`src/rtl/adder_accumulator_pkg.sv`:
```
// adder_accumulator_pkg: shared FSM state encodings and clog2 helper for the accumulator slice
package adder_accumulator_pkg;
  localparam logic [0:0] ST_ACCUM = 1'b0;
  localparam logic [0:0] ST_DONE  = 1'b1;
  function automatic int clog2(input int n);
    int r;
    r = 0;
    while ((1 << r) < n) r++;
    return r;
  endfunction
endpackage

```
`src/rtl/ripple_carry_adder.sv`:
```
// ripple_carry_adder: unsigned WIDTH-bit ripple adder, o_result[WIDTH] is the carry-out
//   i_a, i_b  : WIDTH-bit operands
//   o_result  : WIDTH+1-bit sum {carry, sum}
module ripple_carry_adder #(
  parameter int WIDTH = 8
) (
  input  logic [WIDTH-1:0] i_a,
  input  logic [WIDTH-1:0] i_b,
  output logic [WIDTH:0]   o_result
);
  logic [WIDTH-1:0] s;
  logic             c;
  always_comb begin
    s = '0;
    c = 1'b0;
    for (int k = 0; k < WIDTH; k++) begin
      s[k] = i_a[k] ^ i_b[k] ^ c;
      c    = (i_a[k] & i_b[k]) | (c & (i_a[k] ^ i_b[k]));
    end
    o_result = {c, s};
  end
endmodule

```
`src/rtl/adder_accumulator.sv`:
```
// adder_accumulator: sums TERMS handshaked WIDTH-bit terms into an ACC_WIDTH-bit total with sticky overflow
//   i_clk/i_rst_n            : clock, async active-low reset
//   i_clear                  : sync clear, discards partial or pending total
//   i_term_valid/o_term_ready/i_term : term input handshake
//   o_acc_valid/i_acc_ready/o_acc    : total output handshake
//   o_overflow, o_count      : sticky carry-out flag, terms accepted so far
//   ADDER_ACC_SAT_EN         : when defined, a carry-out saturates acc to all-ones instead of wrapping
module adder_accumulator
  import adder_accumulator_pkg::*;
#(
  parameter int WIDTH     = 8,
  parameter int TERMS     = 4,
  parameter int ACC_WIDTH = 10,
  localparam int CNT_W    = clog2(TERMS + 1)
) (
  input  logic                 i_clk,
  input  logic                 i_rst_n,
  input  logic                 i_clear,
  input  logic                 i_term_valid,
  input  logic [WIDTH-1:0]     i_term,
  output logic                 o_term_ready,
  output logic                 o_acc_valid,
  input  logic                 i_acc_ready,
  output logic [ACC_WIDTH-1:0] o_acc,
  output logic                 o_overflow,
  output logic [CNT_W-1:0]     o_count
);
  logic [0:0]           state_q, state_d;
  logic [ACC_WIDTH-1:0] acc_q, acc_d, acc_add;
  logic [CNT_W-1:0]     cnt_q, cnt_d;
  logic                 ovf_q, ovf_d;
  logic [ACC_WIDTH:0]   sum;
  logic                 term_fire, acc_fire;
  ripple_carry_adder #(.WIDTH(ACC_WIDTH)) u_rca (
    .i_a      (acc_q),
    .i_b      (ACC_WIDTH'(i_term)),
    .o_result (sum)
  );
  assign o_term_ready = (state_q == ST_ACCUM) & ~i_clear;
  assign o_acc_valid  = (state_q == ST_DONE);
  assign o_acc        = acc_q;
  assign o_overflow   = ovf_q;
  assign o_count      = cnt_q;
  assign term_fire    = i_term_valid & o_term_ready;
  assign acc_fire     = o_acc_valid & i_acc_ready;
`ifdef ADDER_ACC_SAT_EN
  // A saturated acc plus any nonzero term carries out again, so it stays all-ones.
  assign acc_add = sum[ACC_WIDTH] ? '1 : sum[ACC_WIDTH-1:0];
`else
  assign acc_add = sum[ACC_WIDTH-1:0];
`endif
  always_comb begin
    state_d = state_q;
    acc_d   = acc_q;
    cnt_d   = cnt_q;
    ovf_d   = ovf_q;
    if (i_clear || acc_fire) begin
      state_d = ST_ACCUM;
      acc_d   = '0;
      cnt_d   = '0;
      ovf_d   = 1'b0;
    end else if (term_fire) begin
      acc_d   = acc_add;
      cnt_d   = cnt_q + 1'b1;
      ovf_d   = ovf_q | sum[ACC_WIDTH];
      state_d = (cnt_q == CNT_W'(TERMS - 1)) ? ST_DONE : ST_ACCUM;
    end
  end
  always_ff @(posedge i_clk or negedge i_rst_n) begin
    if (!i_rst_n) begin
      state_q <= ST_ACCUM;
      acc_q   <= '0;
      cnt_q   <= '0;
      ovf_q   <= 1'b0;
    end else begin
      state_q <= state_d;
      acc_q   <= acc_d;
      cnt_q   <= cnt_d;
      ovf_q   <= ovf_d;
    end
  end
endmodule
```
`config.mk`:
```
export PLATFORM = sky130hd
export DESIGN_NAME = adder_accumulator
export DESIGN_NICKNAME = d
export VERILOG_FILES = /design/src/rtl/adder_accumulator_pkg.sv /design/src/rtl/ripple_carry_adder.sv /design/src/rtl/adder_accumulator.sv
export SDC_FILE = /design/constraint.sdc
export NUM_CORES = 1
export LEC_CHECK = 0
export CORE_MARGIN = 2
export CORE_UTILIZATION = 50
export CTS_BUF_LIST = sky130_fd_sc_hd__clkbuf_16
export DETAILED_ROUTE_END_ITERATION = 8
export GPL_TIMING_DRIVEN = 0
export PLACE_DENSITY = 0.84
export SLEW_MARGIN = 20
export SYNTH_ARGS = -nofsm -noshare
export SYNTH_HDL_FRONTEND = slang
export SYNTH_SLANG_ARGS = --single-unit
export TNS_END_PERCENT = 5
```
`constraint.sdc`:
```
create_clock -name i_clk -period 10.29 [get_ports i_clk]
set_input_delay 3.087 -clock i_clk [delete_from_list [all_inputs] [get_ports i_clk]]
set_output_delay 3.087 -clock i_clk [all_outputs]
set_load 0.05 [all_outputs]
```
# Word level (Yosys, flattened, before mapping)
# Index checks and enable logic that the tools add are counted.
word_totals:
  reg_bits: 15
  input_bits: 13
  wordCells: 64
classes:
  reduce_logical: 2
  mux: 9
  eq_ne: 1
  addsub: 1
  bitwise: 47
ops:
  columns: ["cell", "n"]
  rows:
  - ["1-bit AND", 20]
  - ["10-bit 2-to-1 mux", 2]
  - ["1-bit XOR", 17]
  - ["1-bit OR", 8]
  - ["3-bit 2-to-1 mux", 2]
  - ["1-bit 2-to-1 mux", 5]
  - ["3-bit by 1-bit adder with 3-bit output (second input constant)", 1]
  - ["3-bit by 2-bit == test with 1-bit output (second input constant)", 1]
  - ["1-bit NOT", 2]
  - ["2-bit nonzero test", 1]
  - ["1-bit logical OR", 1]

# Depth between registers and ports, before layout
# Gate-level depths: netlist of the first run.
depth:
  depth_word: 20
  ltp_mapped: 16
  depth_no_buf: 16

# By module
# Synthesis of the first run repeated with hierarchy kept, for this count alone.
hier_totals:
  hier_cells: 94
  area_unflattened_um2: 1107.3
by_module_without_submodules:
  columns: ["module", "cells_each", "seq_area_each_um2", "instances", "area_per_inst_um2"]
  rows:
  - ["adder_accumulator", 73, 375.4, 1, 869.6]
  - ["ripple_carry_adder", 21, 0.0, 1, 237.7]

# Least setup slack after synthesis of the first run
# No wires, ideal clock.
synth_path:
  kind: "in2out"
  start: "input port i_clear"
  end: "output port o_term_ready"
  required_time_ns: 7.203
  cell_stages: 3
  slack_ns: 3.365
  arrival_ns: 3.838
  n_path_buf: 1
  cell_sequence: "or2_2 buf_2 inv_1"
synth_between:
  elab_chain_len: 2
synth_lines:
  columns: ["element", "line", "text"]
  rows:
  - ["start, declared", "adder_accumulator.sv:18", "input logic i_clear,"]
  - ["1-bit NOT", "adder_accumulator.sv:39", "assign o_term_ready = (state_q == ST_ACCUM) & ~i_clear;"]
  - ["1-bit AND", "adder_accumulator.sv:39", null]
  - ["end, declared", "adder_accumulator.sv:21", "output logic o_term_ready,"]
# No other way between the ends.

# Final worst setup path of the first run
# Ends and elaborated chain as after synthesis.

==> results.yml, run 1 <==
run_status:
  status: "completed"
clock_tree:
  cts_made_buffers: 3
  path_clk_slew_ns: 0.05
  cts_resized: 0
  cts_root_buf: "clkbuf_16"
  worstSkewPairLatency_ns: 0.25
  cts_tree: "built"
  cts_hold_buf: 0
  clock_sinks: 15
  post-cts-setup-buffers: 0
  cts_max_level: 1
  ctsLongestPathBuffers: 2
yosys:
  syn_area_per_cell_um2: 11.3
  yosysWarnings: 0
  synth.yosys.seq_area_share: 0.383
  yosys-top-cells-area: "dfrtp_1 38%, fa_1 14%, o32ai_1 8.9%"
  synth_edf_count: 0
  synth_top_flop_cell: "dfrtp_1"
  syn-num-nets: 112
  synth_top_area_share: 0.383
  yosysTopAreaCell: "dfrtp_1"
  yosysMostFrequentCell: "inv_1"
  ys_ff_latch: 15
  synth.distinct_cells: 20
  synth_area_um2: 980
  postSynthCellCount: 87
  synthTopCellsByCount: "20 x inv_1, 15 x dfrtp_1, 10 x o32ai_1"
  async_reset_ff_frac: 1.00
route:
  ant_nets: 0
  dr_total_vias: 759
  drtIter0Drc: 8
  drcViolationCount: 0
  drt_wl_total_um: 2080
  dr.pass1.iters: 3
  avgRoutedWirePerCell_um: 14.3
  viasPerCell: 5.20
critical_path:
  cp-startpoint: "i_clear"
  path_max_fanout: 10
  rrSetupSlack_ns: 6.63
  required_ns: 7.20
  r2r-start: "o_acc[0]$_DFFE_PN0P_"
  critical_path_class: "primary input to output port"
  critical_path.endpoint: "o_term_ready"
  worstPathArrival_ns: 5.04
  worstSetupStartpointType: "primary input"
  endpoint_kind: "output port"
  r2r_end: "o_acc[9]$_DFFE_PN0P_"
  reg2reg_depth: 16
sta:
  timing.setup.tns_ns: 0
  period_share: 0.790
  holdWs_ns: 0.585
  period_minus_slack_ns: 8.13
  final-max-slew-violation-count: 0
  rsz0062_at_grt: "no"
  skew_ns: 0.000967
  max_freq_ghz: 0.123
  relSlewSlack: 0.536
  finalWorstSetupSlack_ns: 2.16
  setup_viol: 0
  final_hold_viol_count: 0
  worst_slew_pin_slew_ns: 0.694
pwr:
  p_leak_nw: 0.621
  ir_worst_vdd_v: 0.000124
  power_density_nw_per_um2: 159
layout:
  finalNetCount: 145
  final_cell_count_no_fill: 146
  area_growth_pct: 40.1
  postLayoutCoreUtil: 0.722
  antenna_cells: 0
  n_fill_cell: 143
  drive_above_1_share: 0.118
floorplanning:
  coreArea_um2: 1900
  rows: 16
  die_area_um2: 2330
  die_x_um: 48.3
  initial_utilization: 0.515
  die_h_um: 48.3
  io_pins: 29
global_routing:
  overflow: 0
  grt_max_degree: 16
  grt_pass1_vias: 753
  grt_pass1_wl_um: 3340
  grt_use_total: 0.217
  antenna_found_initial: 0
placement:
  dp_cells: 142
  gp_congestion: 0.792
  dp_hpwl_um: 1490
  place_ws_ns: 2.16
  portBuffers: 28
min_path:
  hp-class: "flop to flop"
  hold_depth: 2
run:
  maxCapViolCount: 0
## report_power, final
group,internal (mW),switching [mW]
combinational,0.0297,0.0418
sequential,0.0647,0.00560
clock,0.0515,0.0242
## flip-flops by register name (all words and copies together), names as in the netlist
register and cells:
o_acc_valid 1, o_overflow 1, o_count 3, o_acc 10
## critical path: stages
cell,delay [ns]
clkdlybuf4s50_1,0.54
or2_2,0.35
buf_2,0.20
inv_1,0.07
clkdlybuf4s50_1,0.79
## worst min-delay path by stage
stage,from,endpoint
detailed placement,o_count[1]$_DFFE_PN0P_,o_count[1]$_DFFE_PN0P_
global route,o_count[1]$_DFFE_PN0P_,o_count[1]$_DFFE_PN0P_
finish,o_count[1]$_DFFE_PN0P_,o_count[1]$_DFFE_PN0P_
CTS,o_count[1]$_DFFE_PN0P_,o_count[1]$_DFFE_PN0P_
global placement,o_acc[8]$_DFFE_PN0P_,o_acc[8]$_DFFE_PN0P_
floorplan,o_acc[0]$_DFFE_PN0P_,o_acc[0]$_DFFE_PN0P_
## per-stage QoR
step	total power, mW	cell area [um2]
3_3_place_gp	0.140	1290
3_5_place_dp	0.143	1290
6_report	0.218	1370
5_1_grt	0.229	1370
2_1_floorplan	0.117	980
4_1_cts	0.219	1370
## layout by cell type (no fill, tap or decap)
| cell | Yosys | final |
|---|---|---|
| clkdlybuf4s50_1 | 0 | 28 |
| inv_1 | 20 | 21 |
| dfrtp_1 | 15 | 15 |
| o32ai_1 | 10 | 10 |
| mux2i_1 | 8 | 8 |
| fa_1 | 7 | 7 |
| ha_1 | 5 | 5 |
| nor2_1 | 3 | 3 |
| clkbuf_16 | 0 | 3 |
| clkbuf_1 | 2 | 2 |
| nand2b_1 | 2 | 2 |
| mux2_2 | 2 | 2 |
| mux2_4 | 2 | 2 |
| a21oi_1 | 2 | 2 |
| o22a_2 | 2 | 2 |
| or2_2 | 1 | 1 |
| buf_2 | 1 | 1 |
| buf_4 | 1 | 1 |
| nor2_2 | 1 | 1 |
| and2b_2 | 1 | 1 |
| nand2_1 | 1 | 1 |
| a21boi_0 | 1 | 1 |
## cells by family (layout without fill, tap and decap cells)
group | after synthesis | count (layout) | share of synthesized area
adders and majority gates | 12 | 12 | 0.207
buffers and inverters | 24 | 56 | 0.0971
and+or+nand+nor | 9 | 9 | 0.0498
muxes | 12 | 12 | 0.135
AOI/OAI and AO/OA | 15 | 15 | 0.128
DFF | 15 | 15 | 0.383
## routing by layer
layer	part of all wire	track usage
met3	0.034	0.0333
met2	0.49	0.339
met4	0.022	0.114
met5	0	0
met1	0.45	0.289
## final cells by class
type | instances | area [um2] | area share
clock inverters | 1 | 3.75 | 0.00273
plain buffers | 4 | 20.0 | 0.0146
clock buffers | 3 | 75.1 | 0.0547
well taps | 27 | 33.8 | 0.0246
flip-flops and latches | 15 | 375 | 0.273
inverters | 20 | 75.1 | 0.0547
multi-input cells | 48 | 509 | 0.371
repair buffers | 28 | 280 | 0.204
No activity file was read; power rests on OpenSTA's default activity.
==> run 2, diff against run 1 <==
--- a/config.mk
+++ b/config.mk
@@ -6,11 +6,11 @@
 export NUM_CORES = 1
 export LEC_CHECK = 0
 export CORE_MARGIN = 2
-export CORE_UTILIZATION = 50
+export CORE_UTILIZATION = 42
 export CTS_BUF_LIST = sky130_fd_sc_hd__clkbuf_16
 export DETAILED_ROUTE_END_ITERATION = 8
 export GPL_TIMING_DRIVEN = 0
-export PLACE_DENSITY = 0.84
+export PLACE_DENSITY = 0.75
 export SLEW_MARGIN = 20
 export SYNTH_ARGS = -nofsm -noshare
 export SYNTH_HDL_FRONTEND = slang
==> constraint.sdc (replaced) <==
create_clock -name i_clk -period 6.79 [get_ports i_clk]
set_input_delay 2.037 -clock i_clk [delete_from_list [all_inputs] [get_ports i_clk]]
set_output_delay 2.037 -clock i_clk [all_outputs]
set_load 0.05 [all_outputs]
==> run 2 against run 1 <==
Clock power rose by 51%. Combinational power increased by 50%. Worst setup slack got worse by 1.4 ns. Critical path depth unchanged. Non-clock buffer count unchanged. First-iteration DRC count unchanged. Total power grew 50%. Worst hold slack worse by 0.0037 ns. Global-route usage down 4.3 points. Critical endpoint unchanged. Largest power group unchanged. Highest routed layer unchanged.
==> results.yml, run 2 (synthesized netlist as in run 1, its figures left out) <==
floorplanning:
  die_area_um2: 2730
  io_pins: 29
  die_h_um: 52.3
  die_x_um: 52.3
  coreArea_um2: 2210
  rows: 17
  initial_utilization: 0.443
layout:
  drive_above_1_share: 0.118
  antenna_cells: 0
  postLayoutCoreUtil: 0.621
  finalNetCount: 145
  final_cell_mix: "28 x clkdlybuf4s50_1, 21 x inv_1, 15 x dfrtp_1"
  final_cell_count_no_fill: 147
  area_growth_pct: 40.2
  final_common_cell: "clkdlybuf4s50_1"
  n_fill_cell: 195
  largest_reg_flops: 10
  final_area_um2: 1370
clock_tree:
  post-cts-setup-buffers: 0
  ctsLongestPathBuffers: 2
  cts_tree: "built"
  cts_hold_buf: 0
  cts_resized: 0
  path_clk_slew_ns: 0.05
  worstSkewPairLatency_ns: 0.25
  cts_made_buffers: 3
  clock_sinks: 15
  cts_max_level: 1
  cts_root_buf: "clkbuf_16"
placement:
  portBuffers: 28
  dp_cells: 143
  dp_hpwl_um: 1480
  postPlaceCellArea_um2: 1290
  gp_congestion: 0.723
sta:
  rsz0062_at_grt: "no"
  skew_ns: 0.00386
  max_freq_ghz: 0.166
  timing.setup.tns_ns: 0
  final_hold_viol_count: 0
  setup_viol: 0
  relSlewSlack: 0.542
  final-max-slew-violation-count: 0
  period_minus_slack_ns: 6.02
  period_share: 0.886
  worst_slew_pin_slew_ns: 0.684
run:
  maxCapViolCount: 0
route:
  avgRoutedWirePerCell_um: 13.2
  ant_nets: 0
  viasPerCell: 5.03
  drt_wl_total_um: 1940
  drtIter0Drc: 8
  drcViolationCount: 0
  dr_total_vias: 739
  dr.pass1.iters: 2
global_routing:
  antenna_found_initial: 0
  overflow: 0
  grt_max_degree: 16
  grt_use_total: 0.174
  grt_pass1_vias: 792
  grt_pass1_wl_um: 3420
critical_path:
  path_max_fanout: 10
  crit_path_cell_trace: "clkdlybuf4s50_1 -> or2_2 -> buf_2 -> inv_1 -> clkdlybuf4s50_1"
  slowest_stage: "clkdlybuf4s50_1"
  worstSetupStartpointType: "primary input"
  critical_path_class: "primary input to output port"
  cp_num_buf_inv: 4
  required_ns: 4.75
  crit_top_cell: "clkdlybuf4s50_1"
  max_stage_delay_ns: 0.79
  worstPathArrival_ns: 3.98
  endpoint_kind: "output port"
  crit_family: "buffers and inverters"
run_status:
  status: "completed"
pwr:
  p_leak_nw: 0.621
  ir_worst_vdd_v: 0.000161
  power_density_nw_per_um2: 238
min_path:
  hp-class: "flop to flop"
==> run 2: cell counts in the layout (fill, tap and decap cells not counted) <==
No cell type changed its count.
==> run 2: per-stage QoR <==
step,setup slack [ns],power [mW],hold WS (ns)
3_5_place_dp,0.777,0.216,0.581
4_1_cts,0.765,0.331,0.589
5_1_grt,0.711,0.344,0.607
2_1_floorplan,1.67,0.178,0.799
6_report,0.774,0.327,0.581
3_3_place_gp,0.798,0.213,0.567
==> run 2: final timing paths <==
path,end,cells after the start,startpoint,slack (ns)
min in group asynchronous,o_acc[3]$_DFFE_PN0P_,1,i_rst_n,2.21
setup / recovery,o_term_ready,5,i_clear,0.77
setup reg to reg,o_acc[9]$_DFFE_PN0P_,16,o_acc[0]$_DFFE_PN0P_,3.09
max in group asynchronous,o_acc_valid$_DFFE_PN0P_,1,i_rst_n,4.14
hold reg to reg,o_acc[0]$_DFFE_PN0P_,2,o_acc[0]$_DFFE_PN0P_,0.58
hold / removal,o_acc[0]$_DFFE_PN0P_,2,o_acc[0]$_DFFE_PN0P_,0.58
==> run 2: routing by layer <==
layer | share of wire | routed length (um) | global-route usage
met1 | 0.45 | 869 | 0.209
met2 | 0.49 | 951 | 0.294
met3 | 0.053 | 102 | 0.0571
met4 | 0.0083 | 16 | 0.0513
met5 | 0 | 0 | 0
==> run 2: tightest hold or removal path, cell delays in order, from the launching register on <==
cell	delay, ns
dfrtp_1	0.39
inv_1	0.06
o32ai_1	0.08
==> run 2: report_power, final <==
group | internal, mW | total (mW) | switching [mW]
logic | 0.0449 | 0.107 | 0.0619
clock network | 0.0780 | 0.114 | 0.0356
registers | 0.0981 | 0.106 | 0.00837
==> run 2: cell type report <==
class                           count  area, um2  share of cell area
Buffer                              4       20.0              0.0146
Clock buffer                        3       75.1              0.0546
Clock inverter                      1       3.75             0.00273
Inverter                           20       75.1              0.0546
Multi-Input combinational cell     48        509               0.371
Sequential cell                    15        375               0.273
Tap cell                           28       35.0              0.0255
Timing Repair Buffer               28        280               0.204
==> run 3, diff against run 2 <==
--- a/config.mk
+++ b/config.mk
@@ -5,7 +5,6 @@
 export SDC_FILE = /design/constraint.sdc
 export NUM_CORES = 1
 export LEC_CHECK = 0
-export CORE_MARGIN = 2
 export CORE_UTILIZATION = 42
 export CTS_BUF_LIST = sky130_fd_sc_hd__clkbuf_16
 export DETAILED_ROUTE_END_ITERATION = 8
==> run 3 against run 2 <==
Die area down 7.5%. Combinational power about the same. Sequential cell count unchanged. Final area did not move. Cell count did not move. Critical path depth unchanged. Clock power hardly changed. Routed wire length increased by 11%. Worst hold slack better by 0.015 ns. First-iteration DRC count up 25%.
==> results.yml, run 3 (synthesized netlist as in run 1, its figures left out) <==
layout:
  largest_reg_flops: 10
  n_fill_cell: 202
  finalNetCount: 145
  postLayoutCoreUtil: 0.621
  antenna_cells: 0
  final_common_cell: "clkdlybuf4s50_1"
  final_cell_mix: "28 x clkdlybuf4s50_1, 21 x inv_1, 15 x dfrtp_1"
  final_area_um2: 1370
  final_cell_count_no_fill: 147
  area.sequential_um2: 375
  multiInputGateArea_um2: 509
  drive_above_1_share: 0.118
  area_growth_pct: 40.2
sta:
  max_freq_ghz: 0.167
  final_hold_viol_count: 0
  period_share: 0.884
  relSlewSlack: 0.522
  worst_slew_pin_slew_ns: 0.715
  skew_ns: 0.00548
  period_minus_slack_ns: 6.00
  final-max-slew-violation-count: 0
  rsz0062_at_grt: "no"
  holdWs_ns: 0.597
  timing.setup.tns_ns: 0
  setup_viol: 0
global_routing:
  antenna_found_initial: 0
  grt_max_degree: 16
  grt_pass1_vias: 862
  grt_pass1_wl_um: 3860
  grt_use_total: 0.206
  overflow: 0
route:
  drtIter0Drc: 10
  viasPerCell: 5.08
  ant_nets: 0
  drt_wl_total_um: 2150
  dr.pass1.iters: 4
  dr_total_vias: 747
  drcViolationCount: 0
  avgRoutedWirePerCell_um: 14.6
clock_tree:
  cts_max_level: 1
  clock_sinks: 15
  cts_made_buffers: 3
  ctsLongestPathBuffers: 2
  path_clk_slew_ns: 0.05
  cts_resized: 0
  cts_tree: "built"
  cts_root_buf: "clkbuf_16"
  post-cts-setup-buffers: 0
  cts_hold_buf: 0
  worstSkewPairLatency_ns: 0.25
floorplanning:
  die_h_um: 50.3
  coreArea_um2: 2210
  initial_utilization: 0.443
  die_x_um: 50.3
  rows: 17
  die_area_um2: 2530
  io_pins: 29
critical_path:
  critical_path_class: "primary input to output port"
  endpoint_kind: "output port"
  worstSetupStartpointType: "primary input"
  path_max_fanout: 10
  worstPathArrival_ns: 3.96
  required_ns: 4.75
placement:
  dp_hpwl_um: 1630
  postPlaceCellArea_um2: 1290
  portBuffers: 28
  dp_cells: 143
  gp_congestion: 0.746
pwr:
  ir_worst_vdd_v: 0.000130
  p_leak_nw: 0.621
  power_density_nw_per_um2: 240
min_path:
  hp-class: "flop to flop"
run_status:
  status: "completed"
run:
  maxCapViolCount: 0
==> run 3: final timing paths <==
path | start | endpoint | slack, ns | depth (start not counted)
min in group asynchronous | i_rst_n | o_acc[2]$_DFFE_PN0P_ | 2.22 | 1
hold / removal | o_acc[9]$_DFFE_PN0P_ | o_acc[9]$_DFFE_PN0P_ | 0.60 | 2
hold reg to reg | o_acc[9]$_DFFE_PN0P_ | o_acc[9]$_DFFE_PN0P_ | 0.60 | 2
max in group asynchronous | i_rst_n | o_count[1]$_DFFE_PN0P_ | 4.11 | 1
setup / recovery | i_clear | o_term_ready | 0.79 | 5
setup reg to reg | o_acc[0]$_DFFE_PN0P_ | o_acc[9]$_DFFE_PN0P_ | 3.11 | 16
==> run 3: per-layer routing <==
metal,vias up,part of all wire,global-route usage
li1,361,-,-
met1,368,0.43,0.246
met2,18,0.52,0.373
met3,0,0.041,0.0394
met4,0,0,0.0556
met5,-,0,0
==> run 3: critical path: stages <==
cell and delay, ns:
clkdlybuf4s50_1 0.53, or2_2 0.33, buf_2 0.20, inv_1 0.07
clkdlybuf4s50_1 0.79
==> run 3: through the flow <==
stage / total power [mW] / setup WS, ns
after floorplan: 0.178 / 1.67
after global placement: 0.212 / 0.792
after CTS: 0.332 / 0.790
after detailed placement: 0.217 / 0.801
final: 0.330 / 0.790
after global routing: 0.346 / 0.710
==> run 3: layout make-up <==
type	instances	area share
clock inverters	1	0.00273
inverters	20	0.0546
repair buffers	28	0.204
clock buffers	3	0.0546
well taps	28	0.0255
flip-flops and latches	15	0.273
multi-input cells	48	0.371
plain buffers	4	0.0146
==> run 3: power breakdown <==
part           switching [mW]  total (mW)  leakage, nW  internal, mW
combinational          0.0631       0.108        0.376        0.0448
clock                  0.0372       0.115       0.0423        0.0781
sequential            0.00860       0.107        0.202        0.0980
